--- src/rtl/ps2_pkg.sv ---
// Shared PS/2 definitions: frame state encoding, odd parity helper and default
// timing constants used by both the host transmitter and the receive path.
package ps2_pkg;

  typedef enum logic [2:0] {
    ST_IDLE      = 3'd0,
    ST_INHIBIT   = 3'd1,
    ST_REQUEST   = 3'd2,
    ST_SHIFT     = 3'd3,
    ST_ACK       = 3'd4,
    ST_WAIT_IDLE = 3'd5
  } ps2_state_e;

  localparam int INHIBIT_CYCLES_DEF = 1600;    // 100 us at 16 MHz
  localparam int TIMEOUT_CYCLES_DEF = 240000;  // 15 ms at 16 MHz
  localparam int FILTER_LEN_DEF     = 4;

  // PS/2 frames carry odd parity: the parity bit makes the total count of ones odd.
  function automatic logic odd_parity(input logic [7:0] data);
    return ~^data;
  endfunction

endpackage

--- src/rtl/ps2_host_tx_if.sv ---
// Byte handshake and status between a command source and the PS/2 host transmitter.
interface ps2_host_tx_if;
  logic [7:0] tx_data;
  logic       tx_valid;
  logic       tx_ready;
  logic       busy;
  logic       done;
  logic       err;

  modport master (output tx_data, output tx_valid,
                  input tx_ready, input busy, input done, input err);
  modport slave  (input tx_data, input tx_valid,
                  output tx_ready, output busy, output done, output err);
endinterface

--- src/rtl/ps2_line_cond.sv ---
// PS/2 line conditioning: 2-FF synchronizers on clock and data, a
// FILTER_LEN-sample glitch filter on clock, and a falling-edge strobe.
module ps2_line_cond
  import ps2_pkg::*;
#(
  parameter int FILTER_LEN = FILTER_LEN_DEF
) (
  input  logic clk,
  input  logic rst,
  input  logic ps2_clk_i,
  input  logic ps2_data_i,
  output logic clk_filt,
  output logic data_sync,
  output logic clk_fall
);

  localparam int CW = $clog2(FILTER_LEN + 1);
  localparam logic [CW-1:0] FILT_LAST = CW'(FILTER_LEN - 1);

  logic          clk_meta_r;
  logic          clk_sync_r;
  logic          data_meta_r;
  logic          data_sync_r;
  logic          clk_filt_r;
  logic          clk_filt_d_r;
  logic [CW-1:0] filt_cnt_r;

  // Synchronizers idle high, matching released open-drain lines.
  always_ff @(posedge clk) begin
    if (rst) begin
      clk_meta_r  <= 1'b1;
      clk_sync_r  <= 1'b1;
      data_meta_r <= 1'b1;
      data_sync_r <= 1'b1;
    end else begin
      clk_meta_r  <= ps2_clk_i;
      clk_sync_r  <= clk_meta_r;
      data_meta_r <= ps2_data_i;
      data_sync_r <= data_meta_r;
    end
  end

  // A clock level change is accepted only after FILTER_LEN consecutive differing samples.
  always_ff @(posedge clk) begin
    if (rst) begin
      clk_filt_r   <= 1'b1;
      clk_filt_d_r <= 1'b1;
      filt_cnt_r   <= '0;
    end else begin
      clk_filt_d_r <= clk_filt_r;
      if (clk_sync_r == clk_filt_r) begin
        filt_cnt_r <= '0;
      end else if (filt_cnt_r == FILT_LAST) begin
        clk_filt_r <= clk_sync_r;
        filt_cnt_r <= '0;
      end else begin
        filt_cnt_r <= filt_cnt_r + CW'(1);
      end
    end
  end

  assign clk_filt  = clk_filt_r;
  assign data_sync = data_sync_r;
  assign clk_fall  = clk_filt_d_r & ~clk_filt_r;

endmodule

--- src/rtl/ps2_host_tx.sv ---
// PS/2 host-to-device command transmitter (inhibit, request, 10 bits, ACK).
// Optional macro PS2_TX_RETRY_EN: retry the frame once after a NACK or timeout.
module ps2_host_tx
  import ps2_pkg::*;
#(
  parameter int INHIBIT_CYCLES = INHIBIT_CYCLES_DEF,
  parameter int TIMEOUT_CYCLES = TIMEOUT_CYCLES_DEF,
  parameter int FILTER_LEN     = FILTER_LEN_DEF
) (
  input  logic           clk,
  input  logic           rst,
  ps2_host_tx_if.slave   tx,
  input  logic           ps2_clk_i,
  input  logic           ps2_data_i,
  output logic           ps2_clk_oe,
  output logic           ps2_data_oe
);

  localparam int IW = $clog2(INHIBIT_CYCLES + 1);
  localparam int TW = $clog2(TIMEOUT_CYCLES + 1);
  localparam logic [IW-1:0] INH_LAST = IW'(INHIBIT_CYCLES - 1);
  localparam logic [TW-1:0] TO_LAST  = TW'(TIMEOUT_CYCLES - 1);

  logic clk_filt_s;
  logic data_sync_s;
  logic clk_fall_s;

  ps2_line_cond #(.FILTER_LEN(FILTER_LEN)) u_line_cond (
    .clk       (clk),
    .rst       (rst),
    .ps2_clk_i (ps2_clk_i),
    .ps2_data_i(ps2_data_i),
    .clk_filt  (clk_filt_s),
    .data_sync (data_sync_s),
    .clk_fall  (clk_fall_s)
  );

  ps2_state_e    state_r, state_n;
  logic [9:0]    frame_r, frame_n;     // {stop, parity, data}; kept intact for a retry
  logic [3:0]    bit_r, bit_n;
  logic [IW-1:0] inh_r, inh_n;
  logic [TW-1:0] to_r, to_n;
  logic          ack_r, ack_n;
  logic          clk_oe_r, clk_oe_n;
  logic          data_oe_r, data_oe_n;
  logic          done_r, done_n;
  logic          err_r, err_n;
  logic          ready_r, ready_n;
  logic          busy_r, busy_n;
  logic          active_s;
  logic          fail_s;
`ifdef PS2_TX_RETRY_EN
  logic          retry_r, retry_n;
`endif

  assign active_s = (state_r == ST_REQUEST) || (state_r == ST_SHIFT) ||
                    (state_r == ST_ACK)     || (state_r == ST_WAIT_IDLE);

  // Next state and next registered outputs.
  always_comb begin
    state_n   = state_r;
    frame_n   = frame_r;
    bit_n     = bit_r;
    inh_n     = inh_r;
    to_n      = to_r;
    ack_n     = ack_r;
    clk_oe_n  = 1'b0;
    data_oe_n = 1'b0;
    done_n    = 1'b0;
    err_n     = 1'b0;
    fail_s    = 1'b0;
`ifdef PS2_TX_RETRY_EN
    retry_n   = retry_r;
`endif
    if (active_s) begin
      to_n = to_r + TW'(1);
    end else begin
      to_n = to_r;
    end

    case (state_r)
      ST_IDLE: begin
        if (tx.tx_valid && ready_r) begin
          frame_n   = {1'b1, odd_parity(tx.tx_data), tx.tx_data};
          state_n   = ST_INHIBIT;
          inh_n     = '0;
          clk_oe_n  = 1'b1;
          data_oe_n = (INH_LAST == '0);
`ifdef PS2_TX_RETRY_EN
          retry_n   = 1'b0;
`endif
        end else begin
          state_n = ST_IDLE;
        end
      end
      ST_INHIBIT: begin
        if (inh_r == INH_LAST) begin
          state_n   = ST_REQUEST;
          data_oe_n = 1'b1;
          to_n      = '0;
        end else begin
          inh_n     = inh_r + IW'(1);
          clk_oe_n  = 1'b1;
          data_oe_n = ((inh_r + IW'(1)) == INH_LAST);
        end
      end
      ST_REQUEST: begin
        state_n   = ST_SHIFT;
        bit_n     = 4'd0;
        data_oe_n = 1'b1;
      end
      ST_SHIFT: begin
        if (clk_fall_s) begin
          data_oe_n = ~frame_r[bit_r];
          if (bit_r == 4'd9) begin
            state_n = ST_ACK;
          end else begin
            bit_n = bit_r + 4'd1;
          end
        end else begin
          data_oe_n = data_oe_r;
        end
      end
      ST_ACK: begin
        if (clk_fall_s) begin
          ack_n   = ~data_sync_s;
          state_n = ST_WAIT_IDLE;
        end else begin
          state_n = ST_ACK;
        end
      end
      ST_WAIT_IDLE: begin
        if (clk_filt_s && data_sync_s) begin
          if (ack_r) begin
            done_n  = 1'b1;
            state_n = ST_IDLE;
          end else begin
            fail_s = 1'b1;
          end
        end else begin
          state_n = ST_WAIT_IDLE;
        end
      end
      default: begin
        state_n = ST_IDLE;
      end
    endcase

    if (active_s && (to_r == TO_LAST)) begin
      fail_s = 1'b1;
    end else begin
      fail_s = fail_s;
    end

    // A failure releases both lines; with retry enabled the first one re-inhibits instead.
    if (fail_s) begin
      done_n    = 1'b0;
      clk_oe_n  = 1'b0;
      data_oe_n = 1'b0;
      state_n   = ST_IDLE;
      err_n     = 1'b1;
`ifdef PS2_TX_RETRY_EN
      if (!retry_r) begin
        retry_n   = 1'b1;
        state_n   = ST_INHIBIT;
        inh_n     = '0;
        clk_oe_n  = 1'b1;
        data_oe_n = (INH_LAST == '0);
        err_n     = 1'b0;
      end else begin
        retry_n   = retry_r;
      end
`endif
    end else begin
      err_n = 1'b0;
    end

    ready_n = (state_n == ST_IDLE);
    busy_n  = ~ready_n;
  end

  // State and registered outputs; reset releases both lines immediately.
  always_ff @(posedge clk) begin
    if (rst) begin
      state_r   <= ST_IDLE;
      frame_r   <= '0;
      bit_r     <= 4'd0;
      inh_r     <= '0;
      to_r      <= '0;
      ack_r     <= 1'b0;
      clk_oe_r  <= 1'b0;
      data_oe_r <= 1'b0;
      done_r    <= 1'b0;
      err_r     <= 1'b0;
      ready_r   <= 1'b1;
      busy_r    <= 1'b0;
`ifdef PS2_TX_RETRY_EN
      retry_r   <= 1'b0;
`endif
    end else begin
      state_r   <= state_n;
      frame_r   <= frame_n;
      bit_r     <= bit_n;
      inh_r     <= inh_n;
      to_r      <= to_n;
      ack_r     <= ack_n;
      clk_oe_r  <= clk_oe_n;
      data_oe_r <= data_oe_n;
      done_r    <= done_n;
      err_r     <= err_n;
      ready_r   <= ready_n;
      busy_r    <= busy_n;
`ifdef PS2_TX_RETRY_EN
      retry_r   <= retry_n;
`endif
    end
  end

  assign ps2_clk_oe  = clk_oe_r;
  assign ps2_data_oe = data_oe_r;
  assign tx.tx_ready = ready_r;
  assign tx.busy     = busy_r;
  assign tx.done     = done_r;
  assign tx.err      = err_r;

endmodule

--- src/flat_wrapper.sv ---
// flat-port wrapper written by rule: the top's interface ports become plain ports
module ps2_host_tx_flat import ps2_pkg::*;
#(
  parameter int INHIBIT_CYCLES = INHIBIT_CYCLES_DEF,
  parameter int TIMEOUT_CYCLES = TIMEOUT_CYCLES_DEF,
  parameter int FILTER_LEN     = FILTER_LEN_DEF
)
  (clk, rst, ps2_clk_i, ps2_data_i, ps2_clk_oe, ps2_data_oe, tx_tx_data, tx_tx_valid, tx_tx_ready, tx_busy, tx_done, tx_err);
  ps2_host_tx_if tx_i ();
  input  logic clk;
  input  logic rst;
  input  logic ps2_clk_i;
  input  logic ps2_data_i;
  output logic ps2_clk_oe;
  output logic ps2_data_oe;
  input wire logic [$bits(tx_i.tx_data)-1:0] tx_tx_data;
  input wire logic [$bits(tx_i.tx_valid)-1:0] tx_tx_valid;
  output wire logic [$bits(tx_i.tx_ready)-1:0] tx_tx_ready;
  output wire logic [$bits(tx_i.busy)-1:0] tx_busy;
  output wire logic [$bits(tx_i.done)-1:0] tx_done;
  output wire logic [$bits(tx_i.err)-1:0] tx_err;
  assign tx_i.tx_data = tx_tx_data;
  assign tx_i.tx_valid = tx_tx_valid;
  assign tx_tx_ready = tx_i.tx_ready;
  assign tx_busy = tx_i.busy;
  assign tx_done = tx_i.done;
  assign tx_err = tx_i.err;
  ps2_host_tx #(.INHIBIT_CYCLES(INHIBIT_CYCLES), .TIMEOUT_CYCLES(TIMEOUT_CYCLES), .FILTER_LEN(FILTER_LEN)) u_core (.clk(clk), .rst(rst), .tx(tx_i), .ps2_clk_i(ps2_clk_i), .ps2_data_i(ps2_data_i), .ps2_clk_oe(ps2_clk_oe), .ps2_data_oe(ps2_data_oe));
endmodule
--- config.mk ---
export PLATFORM = sky130hd
export DESIGN_NAME = ps2_host_tx_flat
export DESIGN_NICKNAME = d
export VERILOG_FILES = /design/src/rtl/ps2_pkg.sv /design/src/rtl/ps2_host_tx_if.sv /design/src/rtl/ps2_line_cond.sv /design/src/rtl/ps2_host_tx.sv /design/src/flat_wrapper.sv
export SDC_FILE = /design/constraint.sdc
export NUM_CORES = 1
export LEC_CHECK = 0
export ABC_AREA = 1
export CAP_MARGIN = 20
export CORE_MARGIN = 2
export CORE_UTILIZATION = 45
export CTS_BUF_LIST = sky130_fd_sc_hd__clkbuf_8
export DETAILED_ROUTE_END_ITERATION = 10
export GPL_ROUTABILITY_DRIVEN = 0
export PLACE_DENSITY = 0.68
export SYNTH_ARGS = -nofsm -noshare
export SYNTH_HDL_FRONTEND = slang
export SYNTH_SLANG_ARGS = --single-unit
--- constraint.sdc ---
create_clock -name clk -period 2.5 [get_ports clk]
set_input_delay 0.375 -clock clk [delete_from_list [all_inputs] [get_ports clk]]
set_output_delay 0.375 -clock clk [all_outputs]
set_load 0.05 [all_outputs]
==> results_dict.tcl <==
set metrics [dict create \
    status "completed" \
    hold_class "reg -> reg" \
    via_per_inst 4.98 \
    cts_tree "yes" \
    vias 2615 \
    grt-ovfl-total 0 \
    arrival_ns 2.08 \
    dpl.hpwl_um 4580 \
    p_leak_nw 1.39 \
    endpoint_kind "flop" \
    netlist.area_leader.share 0.403 \
    core_um2 6720 \
    drtIter0Drc 82 \
    syn_nets 435 \
    multiInputGateArea_um2 1610 \
    netlist_area_um2 3080 \
    peakVddDrop_mv 0.339 \
    row_count 30 \
    ys_warn_count 0 \
    avgSynthCellArea_um2 7.41 \
    async_reset_ff_frac 0 \
    skew_ns 0.00874 \
    grtUsageTotal 0.177 \
    worstSetupStartpoint "u_core.inh_r[0]" \
    die_area_um2 7510 \
    max-slew-margin-rel 0.596 \
    die_w_um 86.7 \
    hold-path-cell-count 1 \
    synthFlopType "dfxtp_1" \
    ys_seq_area_frac 0.403 \
    synthesis.instances 415 \
    clockRootBuffer "clkbuf_8" \
    crit_fanout 17 \
    power_density_nw_per_um2 596 \
    synth_edf_count 0 \
    reg2reg_depth 6 \
    min_period_over_period 0.755 \
    grt_pass1_vias 2459 \
    die_h_um 86.7 \
    cp-endpoint "u_core.to_r[9]" \
    area_growth_pct 15.6 \
    grt_pass1_wl_um 10500 \
    holdBufCountCts 0 \
    io_buffers 18 \
    cts_resized 0 \
    clk_pin_slew_ns 0.07 \
    maxCapViolations 0 \
    ys_seq_elements 62 \
    htree_levels 3 \
    layout_min_cycle_time_ns 1.89 \
    routedWlPerCell_um 11.6 \
    cp-start-kind "flop" \
    diodes 0 \
    grt_max_degree 21 \
    cts_buffers 9 \
    fillers 644 \
    critPathMostFrequentCell "nor2_1" \
    cp_cell_sequence "ha_1 -> nand3_1 -> nor2_1 -> nand4_1 -> nand2_1 -> nor2_1" \
    drive_gt1_frac 0.110 \
    final-hold-violation-count 0 \
    start_util 0.458 \
    worst_hold_slack_ns 0.411 \
    cts_buffer_depth 2 \
    ys_types 39 \
    timing.rr.end "u_core.to_r[9]" \
    dr.pass1.iters 4 \
    final_nets 461 \
    worst-setup-path-type "reg -> reg" \
    antenna_found_initial 0 \
    seqCellArea_um2 1240 \
    max_stage_delay_ns 0.51 \
    drv_slew 0 \
    setup_viol 0 \
    ios 19 \
    worst_pin_slew_ns 0.604 \
    drcViolationCount 0 \
    yosysTopAreaCell "dfxtp_1" \
    reg2reg_from "u_core.inh_r[0]" \
    post_cts_buffers 0 \
    fmax_mhz 530 \
    regToRegSetupSlack_ns 0.61 \
    final_antenna_net_count 0 \
    rsz0062_at_grt "false" \
    cp.required_ns 2.70 \
    clock_sinks 62 \
    crit_path_top_delay_cell "nand2_1" \
    fin_setup_tns_ns 0 \
    synthTopCellsByArea "dfxtp_1, nand2_1, nor2_1, inv_1, a21oi_1" \
    drt_wl_total_um 6110 \
    clkLatencyLatePin_ns 0.33 \
]
-- stage by stage --
step | worst slack, ns | std cells | util | total power, mW | instance area (µm²)
after floorplan | 0.957 | 415 | - | 1.17 | 3080
after global placement | 0.695 | 510 | 0.499 | 1.23 | 3350
after detailed placement | 0.605 | 510 | 0.499 | 1.23 | 3350
after CTS | 0.597 | 525 | 0.529 | 2.15 | 3560
after global routing | 0.405 | 525 | 0.529 | 2.22 | 3560
final | 0.612 | 525 | 0.529 | 2.12 | 3560
-- where the power goes --
group	total (mW)	internal (mW)	switching [mW]
Clock	0.914	0.547	0.367
Combinational	0.176	0.0686	0.107
Sequential	1.03	1.02	0.0145
Total	2.12	1.63	0.489
-- cell usage after synthesis (2+ instances only) --
cell type	number
clkbuf_1	5
xnor2_1	8
o21ai_1	2
xor2_1	14
inv_1	48
nand4_1	11
inv_2	5
nand3_2	2
nor2_1	60
dfxtp_1	62
o211ai_1	2
nand2_4	2
nand3_1	20
or2_2	6
nor2_4	6
nor2_2	3
a21oi_1	28
o21ai_0	23
nand2_2	3
nor3_1	12
nand2_1	69
ha_1	7
-- metal layers --
metal  wire (µm)  global-route usage  vias up
li1            -                   -     1386
met1        2880               0.215     1195
met2        2960               0.295       27
met3         168              0.0429        7
met4         109              0.0810        0
met5           0                   0        -
-- sequential cells by signal, indices dropped and copies added (netlist names), 3 cells and up --
signal and cells:
u_core.u_line_cond.filt_cnt_r 3, u_core.inh_r 11, u_core.state_r 3, u_core.frame_r 10
u_core.bit_r 4, u_core.to_r 18
-- worst max-delay path, delay by kind of cell, from the launching register on --
kind	cells	cell delay (ns)
flip-flops	1	0.40
adder cells (fa/ha/maj)	1	0.21
AND/OR/NAND/NOR	5	1.13
-- worst min-delay path by stage --
stage                                         startpoint                             to  slack [ns]
after floorplan            u_core.u_line_cond.clk_meta_r  u_core.u_line_cond.clk_sync_r        0.39
after global placement     u_core.u_line_cond.clk_meta_r  u_core.u_line_cond.clk_sync_r        0.39
after detailed placement  u_core.u_line_cond.data_meta_r   u_core.u_line_cond.data_sync        0.40
after CTS                 u_core.u_line_cond.data_meta_r   u_core.u_line_cond.data_sync        0.41
after global routing      u_core.u_line_cond.data_meta_r   u_core.u_line_cond.data_sync        0.42
final                      u_core.u_line_cond.clk_meta_r  u_core.u_line_cond.clk_sync_r        0.41
-- logic make-up after synthesis --
kind of cell | synth area share
adders and majority gates | 0.0285
DFF | 0.403
AOI/OAI and AO/OA | 0.103
and+or+nand+nor | 0.328
buffers and inverters | 0.0744
xor gates and xnor gates | 0.0626
-- layout by cell type (no fill, tap or decap), drive strengths merged --
| cell type | Yosys | final |
|---|---|---|
| or2 | 7 | 7 |
| a211oi | 1 | 1 |
| clkdlybuf4s50 | 0 | 18 |
| nand3 | 22 | 22 |
| clkinv | 1 | 2 |
| buf | 1 | 3 |
| xnor2 | 8 | 8 |
| xor2 | 14 | 14 |
| nand4 | 13 | 13 |
| a31oi | 1 | 1 |
| nor3b | 2 | 2 |
| ha | 7 | 7 |
| inv | 53 | 55 |
| o21a | 1 | 1 |
| bufinv | 0 | 2 |
| o21ai | 26 | 26 |
| nand2 | 75 | 75 |
| and2 | 1 | 1 |
| clkbuf | 5 | 9 |
| o22ai | 1 | 1 |
| and3 | 2 | 2 |
| nor2 | 69 | 69 |
| a21oi | 28 | 28 |
| nand3b | 1 | 1 |
| nor3 | 12 | 12 |
| o211ai | 2 | 2 |
| clkinvlp | 0 | 1 |
| dfxtp | 62 | 62 |
-- cell type report --
type / count / area share
Inverter: 54 / 0.0570
Timing Repair Buffer: 21 / 0.0570
Sequential cell: 62 / 0.349
Clock buffer: 9 / 0.0348
Multi-Input combinational cell: 293 / 0.452
Clock inverter: 6 / 0.0225
Tap cell: 80 / 0.0281
(Power assumes the default switching activity.)
